===== src/rtl/instruction_fetch_queue.sv =====
// MIPS fetch stage: drives a 1-cycle synchronous instruction RAM and buffers returned
// words with their PCs in a DEPTH-entry queue. Supports redirect flush and a halt word.
module instruction_fetch_queue #(
    parameter int              len       = 32,
    parameter int              ADDR_W    = 11,
    parameter int              DEPTH     = 4,
    parameter logic [len-1:0]  HALT_WORD = 32'hFFFF_FFFF
) (
    input  logic                       clk,
    input  logic                       reset,
    input  logic [2:0]                 in_pc_src,
    input  logic [len-1:0]             in_pc_jump,
    input  logic [len-1:0]             in_pc_branch,
    input  logic [len-1:0]             in_pc_register,
    input  logic                       in_ready,
    output logic                       imem_en,
    output logic [ADDR_W-1:0]          imem_addr,
    input  logic [len-1:0]             imem_rdata,
    output logic                       out_valid,
    output logic [len-1:0]             out_instruction,
    output logic [len-1:0]             out_pc,
    output logic [len-1:0]             out_pc_branch,
    output logic                       out_halt,
    output logic [$clog2(DEPTH):0]     out_count
);

    localparam int              PW         = $clog2(DEPTH);
    localparam int              CW         = PW + 1;
    localparam logic [CW:0]     CREDIT_MAX = (CW+1)'(DEPTH);

    logic [len-1:0] fpc_q, fpc_d;
    logic [len-1:0] ifl_pc_q, ifl_pc_d;
    logic           ifl_q, ifl_d;
    logic           halted_q, halted_d;
    logic [PW-1:0]  head_q, head_d;
    logic [PW-1:0]  tail_q, tail_d;
    logic [CW-1:0]  count_q, count_d;
    logic [len-1:0] instr_q [DEPTH];
    logic [len-1:0] pc_q    [DEPTH];

    logic           redirect;
    logic           push;
    logic           pop;
    logic           halt_hit;
    logic           issue;
    logic [len-1:0] target;
    logic [CW:0]    credit;

    assign redirect = |in_pc_src;

    always_comb begin
        target = in_pc_register;
        if (in_pc_src[0]) begin
            target = in_pc_jump;
        end else if (in_pc_src[1]) begin
            target = in_pc_branch;
        end
    end

    // Credit includes the outstanding read so a returning word always has a free slot.
    assign credit   = {1'b0, count_q} + {{CW{1'b0}}, ifl_q};
    assign push     = ifl_q && !redirect;
    assign halt_hit = push && (imem_rdata == HALT_WORD);
    assign pop      = (count_q != '0) && in_ready && !redirect;
    assign issue    = !reset && !halted_q && !redirect && !halt_hit && (credit < CREDIT_MAX);

    always_comb begin
        fpc_d    = fpc_q;
        ifl_d    = issue;
        ifl_pc_d = issue ? fpc_q : ifl_pc_q;
        halted_d = halted_q;
        head_d   = head_q;
        tail_d   = tail_q;
        count_d  = count_q;
        if (redirect) begin
            fpc_d    = target;
            halted_d = 1'b0;
            head_d   = tail_q;
            count_d  = '0;
        end else begin
            if (issue) begin
                fpc_d = fpc_q + len'(1);
            end
            if (halt_hit) begin
                halted_d = 1'b1;
            end
            if (push) begin
                tail_d = tail_q + PW'(1);
            end
            if (pop) begin
                head_d = head_q + PW'(1);
            end
            case ({push, pop})
                2'b10:   count_d = count_q + CW'(1);
                2'b01:   count_d = count_q - CW'(1);
                default: count_d = count_q;
            endcase
        end
    end

    always_ff @(posedge clk) begin
        if (reset) begin
            fpc_q    <= '0;
            ifl_q    <= 1'b0;
            halted_q <= 1'b0;
            head_q   <= '0;
            tail_q   <= '0;
            count_q  <= '0;
        end else begin
            fpc_q    <= fpc_d;
            ifl_q    <= ifl_d;
            halted_q <= halted_d;
            head_q   <= head_d;
            tail_q   <= tail_d;
            count_q  <= count_d;
        end
    end

    // Payload storage carries no reset; visibility is gated by count.
    always_ff @(posedge clk) begin
        ifl_pc_q <= ifl_pc_d;
        if (push) begin
            instr_q[tail_q] <= imem_rdata;
            pc_q[tail_q]    <= ifl_pc_q;
        end
    end

    assign imem_en         = issue;
    assign imem_addr       = fpc_q[ADDR_W-1:0];
    assign out_valid       = (count_q != '0);
    assign out_instruction = out_valid ? instr_q[head_q] : '0;
    assign out_pc          = out_valid ? pc_q[head_q] : '0;
    assign out_pc_branch   = out_valid ? (pc_q[head_q] + len'(1)) : '0;
    assign out_halt        = halted_q;
    assign out_count       = count_q;

endmodule


===== config.mk =====
export PLATFORM = sky130hd
export DESIGN_NAME = instruction_fetch_queue
export DESIGN_NICKNAME = d
export VERILOG_FILES = /design/src/rtl/instruction_fetch_queue.sv
export SDC_FILE = /design/constraint.sdc
export NUM_CORES = 1
export LEC_CHECK = 0
export CAP_MARGIN = 40
export CORE_MARGIN = 2
export CORE_UTILIZATION = 43
export DETAILED_ROUTE_END_ITERATION = 7
export GPL_TIMING_DRIVEN = 0
export PLACE_DENSITY = 0.69
export SLEW_MARGIN = 20
export SYNTH_ARGS = -nofsm -noshare
export SYNTH_HDL_FRONTEND = slang
export SYNTH_SLANG_ARGS = --single-unit

===== constraint.sdc =====
create_clock -name clk -period 3.8 [get_ports clk]
set_input_delay 0.76 -clock clk [delete_from_list [all_inputs] [get_ports clk]]
set_output_delay 0.76 -clock clk [all_outputs]
set_load 0.01 [all_outputs]

==> flow_summary_export.csv <==
group,metric,value,unit
global_route,antenna_found_initial,0,
finish,final_cell_mix,"edfxtp_1, clkdlybuf4s50_1, nor2_1",
clock_network,clockBufferDepth,3,
clock_network,clock-sinks,331,
timing,worst_slew_pin_slew,0.721,ns
floorplanning,dieArea,0.0356,mm2
clock_network,clk_latency,0.50,ns
finish,antenna_cells,0,
synth,synth-edff-count,288,
global_route,grt_pass1_vias,9782,
synth,synth_area,0.0146,mm2
floorplanning,dieWidth,189,um
clock_network,cts_buffers,34,
detailed_routing,via_per_inst,5.47,
timing,hold_slack,0.497,ns
global_route,grt.overflow.total,0,
detailed_routing,drtAntennaViolNets,0,
critical_path,cp_max_fo,21,
critical_path,arrival,2.96,ns
synth,ys_ff_latch,331,
floorplanning,io-pin-count,247,
synth,synth_top_area_share,59.0,%
synth,ys_top_cells_by_area,"edfxtp_1, mux4_2, dfxtp_1, and2_1, nor2_1",
finish,area_growth_syn_to_layout,31.0,%
finish,layout-drive-gt1-share,15.8,%
timing,min_period,3.72,ns
timing,setup_ws,0.0787,ns
timing,skew,0.0138,ns
clock_network,cts_tree,"done",
synth,synth_cell_types,67,
pwr,irDropWorstVdd,0.236,mV
detailed_routing,drc,0,
critical_path,critPathKind,"input pin to primary output",
timing,report.final.slew_viol_count,0,
synth,postSynthCellCount,1008,
floorplanning,row_count,67,
timing,grt_setup_unrepaired,"true",
synth,synthMuxAreaShare,10.3,%
synth,ys.flop_type,"edfxtp_1",
detailed_routing,drt-pass1-iter-count,5,
clock_network,clk_pin_slew,0.06,ns
pwr,p_seq_share,53.2,%
critical_path,slowest_delay,0.56,ns
pwr,internal_power,6.01,mW
pwr,power.density,395,mW/mm2
detailed_routing,routed_wl,37.1,mm
critical_path,endpoint_kind,"primary output",
floorplanning,die_h,189,um
critical_path,critical_path.cell_chain,"clkdlybuf4s50_1 > or4_4 > or4_4 > a31oi_4 > buf_8 > buf_16 > clkdlybuf4s15_2",
placed_design,placed_area,0.0178,mm2
clock_network,cts_root_buf,"clkbuf_16",
critical_path,crit_path_start_kind,"input pin",
synth,syn_area_per_cell,14.5,um2
synth,synth_fp_nets,1150,
placed_design,dp_hpwl,25.7,mm
timing,fin_crit_sh,97.9,%
placed_design,place_congestion,0.905,
finish,layout_commonest_cell,"edfxtp_1",
timing,max_slew_margin,51.4,%
global_route,grt_pass1_wl,56.0,mm
floorplanning,core_area,0.0335,mm2
detailed_routing,avgRoutedWirePerCell,20.6,um
global_route,grt_usage,20.6,%
detailed_routing,num_vias,9833,
pwr,switchingPower,1.58,mW
synth,synthSimpleGateAreaFrac,12.0,%
timing,setup_viol_count_final,0,
job,maxCapViolations,0,
timing,fmaxAchievable,269,MHz
synth,synth_top_area_cell,"edfxtp_1",
finish,utilization,57.2,%
global_route,grt_max_degree,40,
synth,synth_top_family_by_area,"simple AND/OR/NAND/NOR gates",
pwr,p_clk_share,40.1,%
synth,yosysWarnings,0,
detailed_routing,drt_first_iter_violations,811,
pwr,switching_share,20.8,%
synth,ys_seq_area_share,64.9,%
critical_path,cp_slowest_cell,"or4_4",
synth,synthXorXnorAreaFrac,2.09,%
floorplanning,start_util,43.7,%
worst_hold_path,hold_path_class,"flop to flop",
placed_design,place_ws,-1.24,ns
timing,hold_viol,0,
critical_path,crit_top_cell,"or4_4",
pwr,p_leak,6.39,nW
finish,fin_nets,1469,
pwr,p_comb_share,6.7,%
synth,async_flop_share,0,%
clock_network,htreeDepth,2,
critical_path,cp.required,3.04,ns
finish,fin_area,0.0192,mm2
synth,synthAdderAreaFrac,0.735,%
placed_design,io_buffers,245,
outcome,status,"finished clean",
synth,synth-compound-area-share,6.91,%
-- logic make-up after synthesis --
family	Yosys count
and+or+nand+nor	322
muxes	69
DFF	331
AOI/OAI and AO/OA	158
xor gates and xnor gates	35
adders and majority gates	8
buffers and inverters	85
-- synth_stat cells, types with 7 or more instances --
master,count
a211oi_1,13
inv_1,15
nand2_1,56
xnor2_1,9
and3_1,12
and4_1,8
dfxtp_1,43
nand3_1,24
o22ai_1,14
xor2_1,26
mux4_1,10
buf_4,15
mux4_2,52
nand4_1,27
ha_1,7
nor3_1,19
a21oi_1,28
and2_1,71
o21ai_0,38
clkbuf_1,38
a31oi_1,12
o21ai_1,7
nor2_1,73
a22oi_1,14
edfxtp_1,288
-- power by group through the flow --
stage / Clock [mW] / Combinational, mW / Sequential [mW]
CTS: 3.10 / 0.502 / 4.03
global placement: 0 / 0.480 / 4.10
detailed placement: 0 / 0.488 / 4.11
finish: 3.04 / 0.512 / 4.03
global route: 3.24 / 0.551 / 4.03
floorplan: 0 / 0.234 / 4.08
-- metal layers --
layer	wire [um]	vias up	GRT usage, %
met5	0	-	0
met4	926	0	6.10
met3	2360	60	3.63
met2	18100	395	34.4
met1	15700	4830	27.7
li1	-	4548	-
-- area by class of cell --
type / count / area [um2]
repair buffers: 286 / 2820
multi-input cells: 592 / 4780
clock inverters: 12 / 80.1
flip-flops and latches: 331 / 9510
plain buffers: 66 / 453
inverters: 16 / 60.1
clock buffers: 47 / 921
fillers: 2705 / 14400
well taps: 448 / 561
-- worst paths after layout --
kind,start,end,slack (ns),depth (start not counted)
worst max-delay path,in_pc_src[0],imem_en,0.08,7
worst min-delay path,fpc_q[29]$_SDFFE_PP0P_,ifl_pc_q[29]$_DFFE_PP_,0.50,0
worst max register to register,out_count[1]$_SDFFE_PP0P_,out_count[2]$_SDFFE_PP0P_,1.19,11
worst min register to register,fpc_q[29]$_SDFFE_PP0P_,ifl_pc_q[29]$_DFFE_PP_,0.50,0
-- sequential cells by signal (all words and copies together), names as in the netlist, named ones only --
name and count:
out_count 3, pc_q 128, ifl_pc_q 32, out_halt 1, head_q 2, instr_q 128
ifl_q 1, fpc_q 32, tail_q 2
-- worst max-delay path, delay by kind of cell --
family | cells | cell delay (ns)
AO/OA/AOI/OAI | 1 | 0.21
AND/OR/NAND/NOR | 2 | 1.02
buffers and inverters | 4 | 0.96
-- stage by stage --
step | TNS (ns) | power (mW) | instances
2_1_floorplan | 0 | 4.31 | 1008
3_3_place_gp | -535.99 | 4.58 | 1701
4_1_cts | -0.109 | 7.63 | 1783
6_report | 0 | 7.58 | 1798
3_5_place_dp | -19.39 | 4.60 | 1708
5_1_grt | -0.170 | 7.83 | 1798
-- timing repair --
| action | CTS | global route |
|---|---|---|
| resized for setup | 77 | 37 |
| hold buffers | 0 | 0 |
| setup buffers | 15 | 16 |
| setup endpoints to repair | 77 | 53 |
| cloned | 2 | 1 |
| pin swaps | 5 | 16 |
(Power assumes the default switching activity.)
